## config.mk

```make
export PLATFORM = sky130hd
export DESIGN_NAME = vga_capture_rx
export DESIGN_NICKNAME = d
export VERILOG_FILES = /design/src/rtl/vga_timing_pkg.sv /design/src/rtl/vga_sync_edge.sv /design/src/rtl/vga_capture_rx.sv
export SDC_FILE = /design/constraint.sdc
export NUM_CORES = 1
export LEC_CHECK = 0
export BUFFER_PORTS_ARGS = -buffer_cell sky130_fd_sc_hd__buf_2
export CAP_MARGIN = 20
export CORE_MARGIN = 2
export CORE_UTILIZATION = 50
export DETAILED_ROUTE_END_ITERATION = 10
export HOLD_SLACK_MARGIN = 0.06
export PLACE_DENSITY_LB_ADDON = 0.08
export SYNTH_ARGS = -nofsm -noshare
export SYNTH_HDL_FRONTEND = slang
export SYNTH_HIERARCHICAL = 1
export SYNTH_SLANG_ARGS = --single-unit
```

## constraint.sdc

```tcl
create_clock -name clk -period 5.76 [get_ports clk]
set_input_delay 0.288 -clock clk [delete_from_list [all_inputs] [get_ports clk]]
set_output_delay 0.288 -clock clk [all_outputs]
set_load 0.02 [all_outputs]
```

## src/rtl/vga_timing_pkg.sv

```systemverilog
// Shared raster timing, lock-state encoding and pixel packing for the VGA capture receiver.
// Default timing is the 640x480 raster: 800 clocks per line, 521 lines per frame.
package vga_timing_pkg;

    localparam int H_ACTIVE_M1  = 639;
    localparam int H_SYNC_START = 655;
    localparam int H_SYNC_END   = 751;
    localparam int H_TOTAL_M1   = 799;

    localparam int V_ACTIVE_M1  = 479;
    localparam int V_SYNC_START = 489;
    localparam int V_SYNC_END   = 491;
    localparam int V_TOTAL_M1   = 520;

    // Back porch counts from the first counter value after the sync pulse ends.
    localparam int DEF_H_ACTIVE = H_ACTIVE_M1 + 1;
    localparam int DEF_H_TOTAL  = H_TOTAL_M1 + 1;
    localparam int DEF_H_BP     = H_TOTAL_M1 - H_SYNC_END;
    localparam int DEF_V_ACTIVE = V_ACTIVE_M1 + 1;
    localparam int DEF_V_TOTAL  = V_TOTAL_M1 + 1;
    localparam int DEF_V_BP     = V_TOTAL_M1 - V_SYNC_END;

    localparam int PIX_COLOR_W = 6;
    localparam int PIX_DATA_W  = 8;

    localparam logic [15:0] CRC_POLY = 16'h1021;
    localparam logic [15:0] CRC_INIT = 16'hFFFF;

    typedef enum logic [1:0] {
        SEARCH = 2'd0,
        CHECK  = 2'd1,
        LOCKED = 2'd2
    } lock_state_e;

    function automatic logic [15:0] crc16_ccitt8(
        input logic [15:0] crc,
        input logic [7:0]  data
    );
        logic [15:0] c;
        c = crc;
        for (int i = 7; i >= 0; i--) begin
            if (c[15] ^ data[i]) begin
                c = {c[14:0], 1'b0} ^ CRC_POLY;
            end else begin
                c = {c[14:0], 1'b0};
            end
        end
        return c;
    endfunction

endpackage

```

## src/rtl/vga_sync_edge.sv

```systemverilog
// Two-flop synchroniser with rise/fall pulses on the synchronised level.
// Flops reset to the idle level so a released reset never fakes an edge.
module vga_sync_edge #(
    parameter logic RESET_VAL = 1'b1
) (
    input  logic clk,
    input  logic reset,
    input  logic din,
    output logic rise,
    output logic fall
);

    logic meta_q;
    logic sync_q;
    logic prev_q;

    always_ff @(posedge clk) begin
        if (reset) begin
            meta_q <= RESET_VAL;
            sync_q <= RESET_VAL;
            prev_q <= RESET_VAL;
        end else begin
            meta_q <= din;
            sync_q <= meta_q;
            prev_q <= sync_q;
        end
    end

    assign rise = sync_q & ~prev_q;
    assign fall = ~sync_q & prev_q;

endmodule

```

## src/rtl/vga_capture_rx.sv

```systemverilog
// VGA raster receiver: recovers X/Y from HS/VS, locks on timing, emits pixel writes.
// Build option VGA_RX_CRC_EN adds a per-frame CRC-16-CCITT of the written pixels.
module vga_capture_rx
    import vga_timing_pkg::*;
#(
    parameter int H_ACTIVE = DEF_H_ACTIVE,
    parameter int H_TOTAL  = DEF_H_TOTAL,
    parameter int H_BP     = DEF_H_BP,
    parameter int V_ACTIVE = DEF_V_ACTIVE,
    parameter int V_TOTAL  = DEF_V_TOTAL,
    parameter int V_BP     = DEF_V_BP
) (
    input  logic                  clk,
    input  logic                  reset,
    input  logic                  vga_hs,
    input  logic                  vga_vs,
    input  logic [3:0]            vga_r,
    input  logic [3:0]            vga_g,
    input  logic [3:0]            vga_b,
    output logic                  pix_we,
    output logic [18:0]           pix_addr,
    output logic [PIX_DATA_W-1:0] pix_data,
    output logic [9:0]            raster_x,
    output logic [8:0]            raster_y,
    output logic                  locked,
    output logic                  frame_start,
    output logic [7:0]            err_count,
    output logic [15:0]           frame_crc
);

    localparam logic [10:0] H_BP_L    = 11'(H_BP);
    localparam logic [10:0] H_END_L   = 11'(H_BP + H_ACTIVE);
    localparam logic [10:0] H_LOSS_L  = 11'(2 * H_TOTAL);
    localparam logic [11:0] H_TOTAL_L = 12'(H_TOTAL);
    localparam logic [9:0]  V_BP_L    = 10'(V_BP);
    localparam logic [9:0]  V_END_L   = 10'(V_BP + V_ACTIVE);
    localparam logic [9:0]  V_TOTAL_L = 10'(V_TOTAL);

    logic hs_rise, hs_fall;
    logic vs_rise, vs_fall;

    vga_sync_edge u_hs_sync (
        .clk   (clk),
        .reset (reset),
        .din   (vga_hs),
        .rise  (hs_rise),
        .fall  (hs_fall)
    );

    vga_sync_edge u_vs_sync (
        .clk   (clk),
        .reset (reset),
        .din   (vga_vs),
        .rise  (vs_rise),
        .fall  (vs_fall)
    );

    logic unused_ok;
    assign unused_ok = ^{vga_r[1:0], vga_g[1:0], vga_b[1:0], hs_fall, vs_fall};

    logic [PIX_COLOR_W-1:0] rgb1_q, rgb2_q;
    logic [10:0] hcnt_q, hcnt_d;
    logic [9:0]  vcnt_q, vcnt_d;
    lock_state_e state_q, state_d;
    logic        bad_q, bad_d;
    logic [7:0]  err_q, err_d;
    logic        locked_q, locked_d;
    logic        pix_we_q, pix_we_d;
    logic [9:0]  raster_x_q, raster_x_d;
    logic [8:0]  raster_y_q, raster_y_d;
    logic [PIX_DATA_W-1:0] pix_data_q, pix_data_d;
    logic        frame_start_q;

    logic [11:0] line_len;
    logic        line_bad, frame_bad, sync_loss;
    logic        h_act, v_act;

    always_comb begin
        line_len  = {1'b0, hcnt_q} + 12'd1;
        line_bad  = hs_rise && (line_len != H_TOTAL_L);
        frame_bad = vs_rise && (vcnt_q != V_TOTAL_L);
        sync_loss = (hcnt_q == H_LOSS_L) && !hs_rise;
        h_act     = (hcnt_q >= H_BP_L) && (hcnt_q < H_END_L);
        v_act     = (vcnt_q >= V_BP_L) && (vcnt_q < V_END_L);
    end

    always_comb begin
        hcnt_d = hcnt_q;
        if (hs_rise) begin
            hcnt_d = '0;
        end else if (hcnt_q != 11'h7FF) begin
            hcnt_d = hcnt_q + 11'd1;
        end
        vcnt_d = vcnt_q;
        if (vs_rise) begin
            vcnt_d = '0;
        end else if (hs_rise) begin
            vcnt_d = vcnt_q + 10'd1;
        end
    end

    always_comb begin
        state_d = state_q;
        bad_d   = bad_q;
        err_d   = err_q;
        unique case (state_q)
            SEARCH: begin
                if (vs_rise) begin
                    state_d = CHECK;
                    bad_d   = 1'b0;
                end
            end
            CHECK: begin
                if (line_bad) begin
                    bad_d = 1'b1;
                end
                if (vs_rise) begin
                    if (!frame_bad && !bad_q && !line_bad) begin
                        state_d = LOCKED;
                    end
                    bad_d = 1'b0;
                end
            end
            LOCKED: begin
                if (line_bad || frame_bad || sync_loss) begin
                    state_d = SEARCH;
                    if (err_q != 8'hFF) begin
                        err_d = err_q + 8'd1;
                    end
                end
            end
            default: state_d = SEARCH;
        endcase
        locked_d = (state_d == LOCKED);
    end

    // Write gating uses the next state so pix_we falls together with locked.
    always_comb begin
        pix_we_d   = locked_d && h_act && v_act;
        raster_x_d = raster_x_q;
        raster_y_d = raster_y_q;
        pix_data_d = pix_data_q;
        if (pix_we_d) begin
            raster_x_d = 10'(hcnt_q - H_BP_L);
            raster_y_d = 9'(vcnt_q - V_BP_L);
            pix_data_d = {2'b00, rgb2_q};
        end
    end

    always_ff @(posedge clk) begin
        if (reset) begin
            rgb1_q        <= '0;
            rgb2_q        <= '0;
            hcnt_q        <= '0;
            vcnt_q        <= '0;
            state_q       <= SEARCH;
            bad_q         <= 1'b0;
            err_q         <= '0;
            locked_q      <= 1'b0;
            pix_we_q      <= 1'b0;
            raster_x_q    <= '0;
            raster_y_q    <= '0;
            pix_data_q    <= '0;
            frame_start_q <= 1'b0;
        end else begin
            rgb1_q        <= {vga_r[3:2], vga_g[3:2], vga_b[3:2]};
            rgb2_q        <= rgb1_q;
            hcnt_q        <= hcnt_d;
            vcnt_q        <= vcnt_d;
            state_q       <= state_d;
            bad_q         <= bad_d;
            err_q         <= err_d;
            locked_q      <= locked_d;
            pix_we_q      <= pix_we_d;
            raster_x_q    <= raster_x_d;
            raster_y_q    <= raster_y_d;
            pix_data_q    <= pix_data_d;
            frame_start_q <= vs_rise;
        end
    end

`ifdef VGA_RX_CRC_EN
    logic [15:0] crc_q, crc_d;
    logic [15:0] frame_crc_q, frame_crc_d;

    always_comb begin
        crc_d       = crc_q;
        frame_crc_d = frame_crc_q;
        if (vs_rise) begin
            frame_crc_d = crc_q;
            crc_d       = CRC_INIT;
        end else if (pix_we_q) begin
            crc_d = crc16_ccitt8(crc_q, pix_data_q);
        end
    end

    always_ff @(posedge clk) begin
        if (reset) begin
            crc_q       <= CRC_INIT;
            frame_crc_q <= '0;
        end else begin
            crc_q       <= crc_d;
            frame_crc_q <= frame_crc_d;
        end
    end

    assign frame_crc = frame_crc_q;
`else
    assign frame_crc = '0;
`endif

    assign pix_we      = pix_we_q;
    assign pix_addr    = {raster_x_q, raster_y_q};
    assign pix_data    = pix_data_q;
    assign raster_x    = raster_x_q;
    assign raster_y    = raster_y_q;
    assign locked      = locked_q;
    assign frame_start = frame_start_q;
    assign err_count   = err_q;

endmodule

```

## Word level (Yosys, flattened, before mapping)

Index checks and enable logic that the tools add are counted.

| storage, ports and cells | value |
|---|---|
| register bits | 78 |
| input port bits | 16 |
| output and inout bits | 73 |
| logic and storage cells | 73 |

| operators by class | value |
|---|---|
| $add $sub $neg | 6 |
| order comparisons | 4 |
| equality and inequality tests | 10 |
| muxes and demuxes | 9 |
| bitwise gates (word level) | 4 |
| reductions and logical operators | 21 |

Operators by type and width:

| kind | count |
|---|---|
| 11-bit by 1-bit adder with 12-bit output, second input constant | 1 |
| 12-bit by 10-bit != test with 1-bit output, second input constant | 1 |
| 11-bit by 1-bit adder with 11-bit output, second input constant | 1 |
| 11-bit == test, second input constant | 1 |
| 11-bit by 6-bit greater-or-equal comparator with 1-bit output, second input constant | 1 |
| 11-bit by 10-bit less-than comparator with 1-bit output, second input constant | 1 |
| 11-bit != test, second input constant | 1 |
| 10-bit by 1-bit adder with 10-bit output, second input constant | 1 |
| 10-bit by 5-bit greater-or-equal comparator with 1-bit output, second input constant | 1 |
| 10-bit by 9-bit less-than comparator with 1-bit output, second input constant | 1 |
| 10-bit != test, second input constant | 1 |
| 10-bit by 6-bit subtractor with 10-bit output, second input constant | 1 |
| 1-bit logical AND | 9 |
| 9-bit by 5-bit subtractor with 9-bit output, second input constant | 1 |
| 8-bit by 1-bit adder with 8-bit output, second input constant | 1 |
| 2-bit 2-to-1 mux | 4 |
| 8-bit != test, second input constant | 1 |
| 2-bit case mux with 3 select lines | 1 |
| 3-bit AND reduction | 2 |
| 2-bit == test, second input constant | 2 |
| 1-bit logical NOT | 4 |
| 2-bit OR reduction | 2 |
| 1-bit 2-to-1 mux | 3 |
| 3-bit != test, second input constant | 1 |
| other kinds (8) | 11 |

## Depth between registers and ports, before layout

Gate-level depths: netlist (run 1).

| depth | value |
|---|---|
| depth after elaboration | 12 |
| depth in mapped cells | 10 |
| depth with buffers taken out | 9 |

## Cells and area by module

Netlist (run 1), hierarchy kept.

By module, submodules not included:

| module | times used | cells each | area each (um^2) | sequential area each (um^2) |
|---|---|---|---|---|
| vga_capture_rx | 1 | 388 | 3515.9 | 1441.4 |
| vga_sync_edge | 2 | 8 | 92.6 | 60.1 |

## Worst setup path before layout (run 1)

No wires, ideal clock.

| timing | value |
|---|---|
| path type | reg2reg |
| start point | register hcnt_q[0] |
| end point | register pix_data_q[2] (netlist: pix_data[2]) |
| library setup time | 128 ps |
| arrival | 2372 ps |
| required time | 5632 ps |
| setup slack | 3261 ps |
| stages on the path, launching flop included | 11 |
| path buffers | 2 |
| clock period less this slack | 2499 ps |
| path through | dfxtp_1 -> ha_1 -> and4_1 -> clkbuf_1 -> xnor2_1 -> nor3b_1 -> o21ai_1 -> a211oi_4 -> buf_6 -> mux2i_1 -> nor2_1 |

| between the ends | value |
|---|---|
| cells in the longest elaborated chain, start to end | 11 |
| elaborated cells on any way between the ends | 19 |
| those cells by class | add/sub (1); order compare (2); eq/ne (3); mux (4); reduce/logical (9) |

Ends and longest elaborated chain:

| element | RTL line | text |
|---|---|---|
| from (decl) | vga_capture_rx.sv:62 | `logic [10:0] hcnt_q, hcnt_d;` |
| from (signal assigned) | vga_capture_rx.sv:168 | `hcnt_q <= hcnt_d;` |
| 11-bit by 1-bit adder with 12-bit output | vga_capture_rx.sv:79 | `line_len = {1'b0, hcnt_q} + 12'd1;` |
| 12-bit by 10-bit != test with 1-bit output | vga_capture_rx.sv:80 | `line_bad = hs_rise && (line_len != H_TOTAL_L);` |
| 1-bit logical AND | vga_capture_rx.sv:80 |  |
| 1-bit logical NOT | vga_capture_rx.sv:118 | `if (!frame_bad && !bad_q && !line_bad) begin` |
| 1-bit logical AND | vga_capture_rx.sv:118 |  |
| 2-bit 2-to-1 mux | vga_capture_rx.sv:118 |  |
| 2-bit 2-to-1 mux | vga_capture_rx.sv:117 | `if (vs_rise) begin` |
| 2-bit case mux with 3 select lines | vga_capture_rx.sv:106 | `unique case (state_q)` |
| 2-bit == test | vga_capture_rx.sv:134 | `locked_d = (state_d == LOCKED);` |
| 1-bit logical AND (*) (2 in a row) | vga_capture_rx.sv:139 | `pix_we_d = locked_d && h_act && v_act;` |
| to (signal assigned) | vga_capture_rx.sv:177 | `pix_data_q <= pix_data_d;` |
| to (decl) | vga_capture_rx.sv:71 | `logic [PIX_DATA_W-1:0] pix_data_q, pix_data_d;` |

Every way passes the cells marked *; elsewhere a longest branch is shown, timed or not.
A chain may end at the register's enable or synchronous reset.

## Worst setup path in the final report (run 1)

| timing | value |
|---|---|
| start point | register u_hs_sync.sync_q |
| end point | register raster_x_q[0] (netlist: raster_x[0]) |

| between the ends | value |
|---|---|
| cells in the longest elaborated chain, start to end | 10 |
| elaborated cells on any way between the ends | 15 |
| those cells by class | eq/ne (1); mux (4); bitwise (1); reduce/logical (9) |

Ends and longest elaborated chain:

| element | RTL line | text |
|---|---|---|
| from (decl) | vga_sync_edge.sv:14 | `logic sync_q;` |
| from (signal assigned) | vga_sync_edge.sv:24 | `sync_q <= meta_q;` |
| 1-bit AND (*) | vga_sync_edge.sv:29 | `assign rise = sync_q & ~prev_q;` |
| named net hs_rise | vga_capture_rx.sv:39 | `logic hs_rise, hs_fall;` |
| 1-bit logical AND | vga_capture_rx.sv:80 |  |
| 1-bit logical NOT | vga_capture_rx.sv:118 |  |
| 1-bit logical AND | vga_capture_rx.sv:118 |  |
| 2-bit 2-to-1 mux | vga_capture_rx.sv:118 |  |
| 2-bit 2-to-1 mux | vga_capture_rx.sv:117 |  |
| 2-bit case mux with 3 select lines (*) | vga_capture_rx.sv:106 |  |
| 2-bit == test (*) | vga_capture_rx.sv:134 |  |
| 1-bit logical AND (*) (2 in a row) | vga_capture_rx.sv:139 |  |
| to (signal assigned) | vga_capture_rx.sv:175 | `raster_x_q <= raster_x_d;` |
| to (decl) | vga_capture_rx.sv:69 | `logic [9:0] raster_x_q, raster_x_d;` |

Mark *: on every way through the listed nets, which the timed path passes. The rest lies on a longest branch.

==> impl_results.html, run 1 <==
<table>
<tr><th>Metric</th><th>Value</th></tr>
<tr><th colspan="2">Worst setup path</th></tr>
<tr><td>Worst R2R Setup Slack</td><td>about 2.3 ns</td></tr>
<tr><td>Critical path class</td><td>reg -&gt; reg</td></tr>
<tr><td>Ordered list of cells on the worst path</td><td>nor2b_1 -&gt; and4b_1 -&gt; and4_1 -&gt; a2bb2oi_1 -&gt; or2_1 -&gt; a211oi_4 -&gt; buf_4 -&gt; mux2i_1 -&gt; nor2_1</td></tr>
<tr><td>R2R depth</td><td>9</td></tr>
<tr><td>Data arrival at the endpoint of the critical path</td><td>approximately 3.7 ns</td></tr>
<tr><td>Kind of start point of the critical path</td><td>flop</td></tr>
<tr><td>Maximum cell stage delay along the critical path</td><td>roughly 0.75 ns</td></tr>
<tr><td>Standard cell with the maximum stage delay on the critical path</td><td>sky130_fd_sc_hd__nor2b_1</td></tr>
<tr><td>Capturing element type of the critical path</td><td>flop</td></tr>
<tr><td>Required time reported for the critical path endpoint</td><td>approximately 6 ns</td></tr>
<tr><td>Critical R2R Launch</td><td>u_hs_sync/sync_q</td></tr>
<tr><td>Critical path peak fanout</td><td>23</td></tr>
<tr><td>Reg-to-Reg End</td><td>raster_x[0]</td></tr>
<tr><th colspan="2">STA</th></tr>
<tr><td>Crit path time final</td><td>between 3 and 4 ns</td></tr>
<tr><td>Final-report hold violation count</td><td>0</td></tr>
<tr><td>Transition at the pin with the smallest max-transition slack</td><td>about 0.94 ns</td></tr>
<tr><td>Setup repair after global routing missed its margin</td><td>false</td></tr>
<tr><td>Maximum clock frequency</td><td>between 0.2 and 0.3 GHz</td></tr>
<tr><td>Final sum of negative setup slack</td><td>0 ns</td></tr>
<tr><td>Worst rel slew slack</td><td>0.370</td></tr>
<tr><td>Finish-stage setup viols</td><td>0</td></tr>
<tr><td>Slew Viols, Final</td><td>0</td></tr>
<tr><td>Worst setup slack after layout</td><td>~2.3 ns</td></tr>
<tr><td>Setup Skew</td><td>roughly 0.0065 ns</td></tr>
<tr><td>Share of the clock period used by the worst path after layout</td><td>0.601</td></tr>
<tr><th colspan="2">Cells and area</th></tr>
<tr><td>Final standard cell count with taps included and fillers excluded</td><td>540</td></tr>
<tr><td>Fraction of final layout cells with drive strength greater than 1</td><td>0.218</td></tr>
<tr><td>Area growth from synthesis to layout</td><td>9.03%</td></tr>
<tr><td>Count of filler cells inserted in the layout</td><td>between 700 and 800</td></tr>
<tr><td>Antenna cells</td><td>0</td></tr>
<tr><td>Final standard cell area without fillers</td><td>around 4000 um^2</td></tr>
<tr><td>Commonest cells after routing, fill and taps aside</td><td>sky130_fd_sc_hd__dfxtp_1, sky130_fd_sc_hd__buf_2, sky130_fd_sc_hd__nor2_1, sky130_fd_sc_hd__mux2i_1, sky130_fd_sc_hd__conb_1</td></tr>
<tr><td>Most common cell after layout, fill and taps aside</td><td>sky130_fd_sc_hd__dfxtp_1</td></tr>
<tr><td>Final net count</td><td>460</td></tr>
<tr><th colspan="2">Route</th></tr>
<tr><td>Detailed Route Iter0 Violations</td><td>~150</td></tr>
<tr><td>Via count</td><td>2603</td></tr>
<tr><td>Routed Antenna Nets</td><td>0</td></tr>
<tr><td>Sum of routed wire length over all layers</td><td>~6500 um</td></tr>
<tr><td>Routed wire per std cell</td><td>approximately 12 um</td></tr>
<tr><td>Pre-Repair DR Iteration Count</td><td>4</td></tr>
<tr><td>Post-detailed-route via-to-cell ratio</td><td>4.82</td></tr>
<tr><td>Post-detailed-route DRC marker count</td><td>0</td></tr>
<tr><th colspan="2">Global route</th></tr>
<tr><td>Number of global-route vias before repair</td><td>roughly 2400</td></tr>
<tr><td>Pin count of the biggest net entering global routing</td><td>60</td></tr>
<tr><td>Global routing usage on met1</td><td>0.228</td></tr>
<tr><td>Routing layer with the top usage in global route</td><td>met2</td></tr>
<tr><td>First-pass GRT wire length</td><td>11100 um</td></tr>
<tr><td>Gr usage total</td><td>0.167</td></tr>
<tr><td>Number of antenna violations at the first check in global routing</td><td>0</td></tr>
<tr><td>Met3 track demand over resource</td><td>0.0411</td></tr>
<tr><td>Global routing met2 resource utilization</td><td>0.246</td></tr>
<tr><td>Final global-route overflow total</td><td>0</td></tr>
<tr><th colspan="2">Power and ir drop</th></tr>
<tr><td>Final Total Pwr</td><td>approximately 0.001 W</td></tr>
<tr><td>Standby leakage power</td><td>roughly 1.7 nW</td></tr>
<tr><td>Largest voltage drop on the vdd net</td><td>between 0.1 and 0.15 mV</td></tr>
<tr><td>Power density cells</td><td>~250 nW/um^2</td></tr>
<tr><th colspan="2">Placed design</th></tr>
<tr><td>Count of input and output buffers</td><td>64</td></tr>
<tr><td>Placed cell count</td><td>about 520</td></tr>
<tr><td>HPWL after DPL</td><td>~4400 um</td></tr>
<tr><td>Routability-driven placement congestion ratio</td><td>between 0.7 and 0.8</td></tr>
<tr><td>Area post-placement</td><td>roughly 3800 um^2</td></tr>
<tr><td>Setup slack at placement</td><td>2.28 ns</td></tr>
<tr><th colspan="2">Die</th></tr>
<tr><td>Die span in y</td><td>~90 um</td></tr>
<tr><td>Count of pins on the block boundary</td><td>between 80 and 90</td></tr>
<tr><td>Die ar.</td><td>8070 um^2</td></tr>
<tr><td>Placement Rows</td><td>31</td></tr>
<tr><td>Area of the placeable core</td><td>between 7000 and 8000 um^2</td></tr>
<tr><td>Initial standard-cell utilization of the core</td><td>0.511</td></tr>
<tr><td>Horiz. Die Dim</td><td>~90 um</td></tr>
<tr><th colspan="2">Clock network</th></tr>
<tr><td>Max H-tree Level</td><td>3</td></tr>
<tr><td>Number of buffers inserted by post-CTS setup repair</td><td>0</td></tr>
<tr><td>Clock tree root driver cell</td><td>sky130_fd_sc_hd__clkbuf_8</td></tr>
<tr><td>Clock sink count</td><td>just under 80</td></tr>
<tr><td>Number of gates resized after CTS</td><td>0</td></tr>
<tr><td>Largest buffer count on any clock path</td><td>2</td></tr>
<tr><td>Count of hold buffers inserted by post-cts repair</td><td>0</td></tr>
<tr><td>CTS tree</td><td>built</td></tr>
<tr><td>Clock Latency Late Sink</td><td>0.35 ns</td></tr>
<tr><td>Cts bufs inserted</td><td>9</td></tr>
<tr><td>CTS clk-pin slew, worst paths</td><td>about 0.08 ns</td></tr>
<tr><th colspan="2">Logic synthesis</th></tr>
<tr><td>Warnings, synthesis</td><td>6</td></tr>
<tr><td>Syn avg cell area</td><td>9.17 um^2</td></tr>
<tr><td>Post-Synthesis Cell Area</td><td>3690 um^2</td></tr>
<tr><td>Cells after Synth</td><td>between 400 and 500</td></tr>
<tr><th colspan="2">Status</th></tr>
<tr><td>Status</td><td>finished, final reports clean</td></tr>
<tr><th colspan="2">Worst hold path</th></tr>
<tr><td>End point of the worst hold path</td><td>u_vs_sync/meta_q</td></tr>
<tr><td>Worst hold path cell count</td><td>2</td></tr>
<tr><td>Startpoint of the worst hold path</td><td>vga_vs</td></tr>
<tr><td>Worst hold path class</td><td>in -&gt; reg</td></tr>
<tr><th colspan="2">Run</th></tr>
<tr><td>Number of max-cap violations</td><td>0</td></tr>
</table>
[worst max path at each step]
stage	start	end	slack, ns	cells past startpoint
final	u_hs_sync/sync_q	raster_x[0]	2.30	9
after detailed placement	u_hs_sync/sync_q	raster_x[0]	2.28	9
after CTS	u_hs_sync/sync_q	raster_x[0]	2.28	9
after floorplan	hcnt_q[0]	pix_data[2]	3.26	10
after global routing	u_hs_sync/sync_q	raster_x[4]	2.01	9
after global placement	u_hs_sync/sync_q	raster_x[1]	2.26	9
[stage by stage]
stage,utilization,hold slack (ns)
final,0.557,0.116
after detailed placement,0.528,0.393
after global routing,0.557,0.0985
after floorplan,-,0.383
after CTS,0.557,0.0968
after global placement,0.528,0.386
[state kept, by name (all words and copies together) (netlist names), 2 cells and up]
signal,count
raster_y,9
err_count,8
hcnt_q,11
rgb1_q,6
pix_data,6
raster_x,10
state_q,2
rgb2_q,6
vcnt_q,10
[critical path: cells and delay by family (launching register included)]
kind                   cells  cell delay [ns]
AO/OA/AOI/OAI              2             0.78
buffers and inverters      1             0.45
multiplexers               1             0.23
AND/OR/NAND/NOR            5             1.56
flip-flops                 1             0.32
[final cells by class]
type                            count  area, um^2  area share
Clock inverter                      6        70.1      0.0174
Multi-Input combinational cell    271        1750       0.436
Sequential cell                    78        1560       0.389
Timing Repair Buffer               66         335      0.0834
Clock buffer                       10         138      0.0342
Inverter                           10        37.5     0.00934
Tap cell                           99         124      0.0308
[power by group]
part	internal, W	switching, W
logic	0.0000117	0.0000276
clock network	0.000214	0.000206
registers	0.000547	0.00000597
[per-layer routing]
layer,routed length [um],vias up
met2,2750,62
met3,282,13
li1,-,1364
met4,130,0
met5,0,-
met1,3290,1164
Power figures use the tool's default switching activity.
==> run 2, diff against run 1 <==
clock period = 3.6 ns   (was 5.76 ns; I/O delays follow)
==> run 2 against run 1 <==
  * Clock power grew 76%
  * Die area unchanged
  * Combinational power rose by 79%
  * Total power rose by 67%
  * First-iteration DRC count fell by 36%
  * Sequential power increased by 60%
  * Non-clock buffer count increased by 11
  * Clock-buffer cell count is 1 higher
  * Highest routed layer unchanged
  * Sequential share of layout area decreased by 1.2 points
  * Clock skew increased by 0.0025 ns
  * Setup slack got worse by 1.5 ns
==> impl_results.html, run 2 (synthesis gave the netlist of run 1 again) <==
<table>
<tr><th>Metric</th><th>Value</th></tr>
<tr><th colspan="2">Status</th></tr>
<tr><td>Status</td><td>finished, final reports clean</td></tr>
<tr><th colspan="2">STA</th></tr>
<tr><td>Maximum clock frequency</td><td>0.363 GHz (+26%)</td></tr>
<tr><td>Crit path time final</td><td>2.75 ns (-0.708 ns)</td></tr>
<tr><td>Worst rel slew slack</td><td>0.536 (+0.166)</td></tr>
<tr><td>Setup Skew</td><td>0.00903 ns (+0.00250 ns)</td></tr>
<tr><td>Final-report hold violation count</td><td>0 (unchanged)</td></tr>
<tr><td>Share of the clock period used by the worst path after layout</td><td>0.765 (+0.164)</td></tr>
<tr><td>Final sum of negative setup slack</td><td>0 ns (unchanged)</td></tr>
<tr><td>Slew Viols, Final</td><td>0 (unchanged)</td></tr>
<tr><td>Finish-stage setup viols</td><td>0 (unchanged)</td></tr>
<tr><td>Transition at the pin with the smallest max-transition slack</td><td>0.696 ns (-0.248 ns)</td></tr>
<tr><td>Setup repair after global routing missed its margin</td><td>false</td></tr>
<tr><th colspan="2">Cells and area</th></tr>
<tr><td>Count of filler cells inserted in the layout</td><td>658 (-7.5%)</td></tr>
<tr><td>Max FFs per register</td><td>11 (unchanged)</td></tr>
<tr><td>Largest Register</td><td>hcnt_q</td></tr>
<tr><td>Final standard cell count with taps included and fillers excluded</td><td>551 (+2.0%)</td></tr>
<tr><td>Area growth from synthesis to layout</td><td>12.5%</td></tr>
<tr><td>Final net count</td><td>471 (+2.4%)</td></tr>
<tr><td>Final standard cell utilization of the core</td><td>0.575 (+0.0177)</td></tr>
<tr><td>Commonest cells after routing, fill and taps aside</td><td>sky130_fd_sc_hd__dfxtp_1, sky130_fd_sc_hd__buf_2, sky130_fd_sc_hd__nor2_1, sky130_fd_sc_hd__mux2i_1, sky130_fd_sc_hd__conb_1</td></tr>
<tr><td>Most common cell after layout, fill and taps aside</td><td>sky130_fd_sc_hd__dfxtp_1</td></tr>
<tr><td>Antenna cells</td><td>0 (unchanged)</td></tr>
<tr><td>Fraction of final layout cells with drive strength greater than 1</td><td>0.219 (+0.00134)</td></tr>
<tr><th colspan="2">Worst setup path</th></tr>
<tr><td>Capturing element type of the critical path</td><td>flop</td></tr>
<tr><td>Critical path peak fanout</td><td>10 (-57%)</td></tr>
<tr><td>Data arrival at the endpoint of the critical path</td><td>2.98 ns (-0.70 ns)</td></tr>
<tr><td>Buffers plus inverters on the worst setup path</td><td>1 (unchanged)</td></tr>
<tr><td>Maximum cell stage delay along the critical path</td><td>0.48 ns (-0.27 ns)</td></tr>
<tr><td>Standard cell with the maximum stage delay on the critical path</td><td>sky130_fd_sc_hd__dfxtp_1</td></tr>
<tr><td>Ordered list of cells on the worst path</td><td>ha_1 -&gt; and4_1 -&gt; xnor2_1 -&gt; nor3b_1 -&gt; o21ai_1 -&gt; a211oi_4 -&gt; buf_4 -&gt; mux2i_1 -&gt; nor2_1</td></tr>
<tr><td>Kind of start point of the critical path</td><td>flop</td></tr>
<tr><td>Critical path class</td><td>reg -&gt; reg</td></tr>
<tr><td>Required time reported for the critical path endpoint</td><td>3.82 ns (-2.16 ns)</td></tr>
<tr><td>Family with the most delay on the worst path</td><td>simple AND/OR/NAND/NOR gates</td></tr>
<tr><th colspan="2">Die</th></tr>
<tr><td>Count of pins on the block boundary</td><td>89 (unchanged)</td></tr>
<tr><td>Die ar.</td><td>8070 um^2 (unchanged)</td></tr>
<tr><td>Die span in y</td><td>89.9 um (unchanged)</td></tr>
<tr><td>Initial standard-cell utilization of the core</td><td>0.511 (unchanged)</td></tr>
<tr><td>Placement Rows</td><td>31 (unchanged)</td></tr>
<tr><td>Area of the placeable core</td><td>7210 um^2 (unchanged)</td></tr>
<tr><td>Horiz. Die Dim</td><td>89.9 um (unchanged)</td></tr>
<tr><th colspan="2">Global route</th></tr>
<tr><td>Number of global-route vias before repair</td><td>2499 (+4.0%)</td></tr>
<tr><td>Gr usage total</td><td>0.168 (+0.000923)</td></tr>
<tr><td>First-pass GRT wire length</td><td>11300 um (+1.9%)</td></tr>
<tr><td>Final global-route overflow total</td><td>0 (unchanged)</td></tr>
<tr><td>Pin count of the biggest net entering global routing</td><td>38 (-37%)</td></tr>
<tr><td>Number of antenna violations at the first check in global routing</td><td>0 (unchanged)</td></tr>
<tr><th colspan="2">Placed design</th></tr>
<tr><td>Placed cell count</td><td>527 (+0.57%)</td></tr>
<tr><td>HPWL after DPL</td><td>4610 um (+5.0%)</td></tr>
<tr><td>Count of input and output buffers</td><td>64 (unchanged)</td></tr>
<tr><td>Routability-driven placement congestion ratio</td><td>0.780 (-0.74%)</td></tr>
<tr><th colspan="2">Power and ir drop</th></tr>
<tr><td>Power density cells</td><td>409 nW/um^2 (+62%)</td></tr>
<tr><td>Largest voltage drop on the vdd net</td><td>0.255 mV (+110%)</td></tr>
<tr><td>Standby leakage power</td><td>1.73 nW (+4.2%)</td></tr>
<tr><th colspan="2">Clock network</th></tr>
<tr><td>Clock sink count</td><td>78 (unchanged)</td></tr>
<tr><td>Clock tree root driver cell</td><td>sky130_fd_sc_hd__clkbuf_8</td></tr>
<tr><td>CTS clk-pin slew, worst paths</td><td>0.08 ns (about the same)</td></tr>
<tr><td>Clock Latency Late Sink</td><td>0.33 ns (-0.02 ns)</td></tr>
<tr><td>Cts bufs inserted</td><td>9 (unchanged)</td></tr>
<tr><td>Largest buffer count on any clock path</td><td>2 (unchanged)</td></tr>
<tr><td>Max H-tree Level</td><td>3 (unchanged)</td></tr>
<tr><td>CTS tree</td><td>built</td></tr>
<tr><th colspan="2">Worst hold path</th></tr>
<tr><td>Worst hold path class</td><td>in -&gt; reg</td></tr>
<tr><th colspan="2">Run</th></tr>
<tr><td>Number of max-cap violations</td><td>0 (unchanged)</td></tr>
<tr><th colspan="2">Route</th></tr>
<tr><td>Post-Route M1 WL</td><td>3290 um (-0.12%)</td></tr>
<tr><td>Sum of routed wire length over all layers</td><td>6550 um (+1.5%)</td></tr>
<tr><td>Routed Antenna Nets</td><td>0 (unchanged)</td></tr>
<tr><td>Routed wire per std cell</td><td>11.9 um (-0.57%)</td></tr>
<tr><td>Pre-Repair DR Iteration Count</td><td>4 (unchanged)</td></tr>
<tr><td>Post-detailed-route via-to-cell ratio</td><td>4.90 (+1.7%)</td></tr>
<tr><td>Sum of met2 wire segment lengths after detailed routing</td><td>2860 um (+4.3%)</td></tr>
<tr><td>Detail Route met3 WL</td><td>308 um (+9.2%)</td></tr>
<tr><td>Detailed Route Iter0 Violations</td><td>96 (-36%)</td></tr>
<tr><td>Via count</td><td>2701 (+3.8%)</td></tr>
<tr><td>Max Used Layer</td><td>met4</td></tr>
<tr><td>Post-detailed-route DRC marker count</td><td>0 (unchanged)</td></tr>
</table>
-- run 2: final timing paths --
path               startpoint  depth (start not counted)                to  slack [ns]
max reg2reg         hcnt_q[1]                          9       pix_data[1]        0.85
max                 hcnt_q[1]                          9       pix_data[1]        0.85
min                     reset                          2      err_count[1]        0.37
min reg2reg  u_hs_sync/meta_q                          1  u_hs_sync/sync_q        0.41
-- run 2: layout make-up --
cell class	count	area, um^2	area share
clock inverters	5	81.3	0.0196
clock buffers	11	151	0.0365
flip-flops and latches	78	1560	0.377
multi-input cells	271	1750	0.423
well taps	99	124	0.0299
inverters	10	37.5	0.00905
repair buffers	77	438	0.106
-- run 2: through the flow --
stage                     cell area (um^2)  setup slack [ns]  total power, W  hold WS, ns
after floorplan                       3750              1.10        0.000969        0.277
after global placement                3830             0.863        0.000968        0.360
after detailed placement              3830             0.844        0.000969        0.363
after CTS                             4150             0.832         0.00172        0.372
after global routing                  4150             0.598         0.00176        0.412
final                                 4150             0.846         0.00169        0.367
-- run 2: report_power, final --
part | switching, W | total, W | internal [W]
sequential | 0.00000976 | 0.000885 | 0.000875
combinational | 0.0000455 | 0.0000704 | 0.0000249
clock | 0.000311 | 0.000739 | 0.000428
total | 0.000366 | 0.00169 | 0.00133
-- run 2: timing repair --
| item | CTS | global route |
|---|---|---|
| endpoints found under the hold margin | 8 | 0 |
| endpoints found under the setup margin | 0 | 0 |
| gates resized for setup | 0 | 0 |
| setup buffers | 0 | 0 |
| hold buffers | 8 | 0 |
-- run 2: per-layer routing --
| metal | global-route usage | up-vias |
|---|---|---|
| li1 | - | 1393 |
| met1 | 0.225 | 1233 |
| met2 | 0.268 | 65 |
| met3 | 0.0344 | 10 |
| met4 | 0.0654 | 0 |
| met5 | 0 | - |
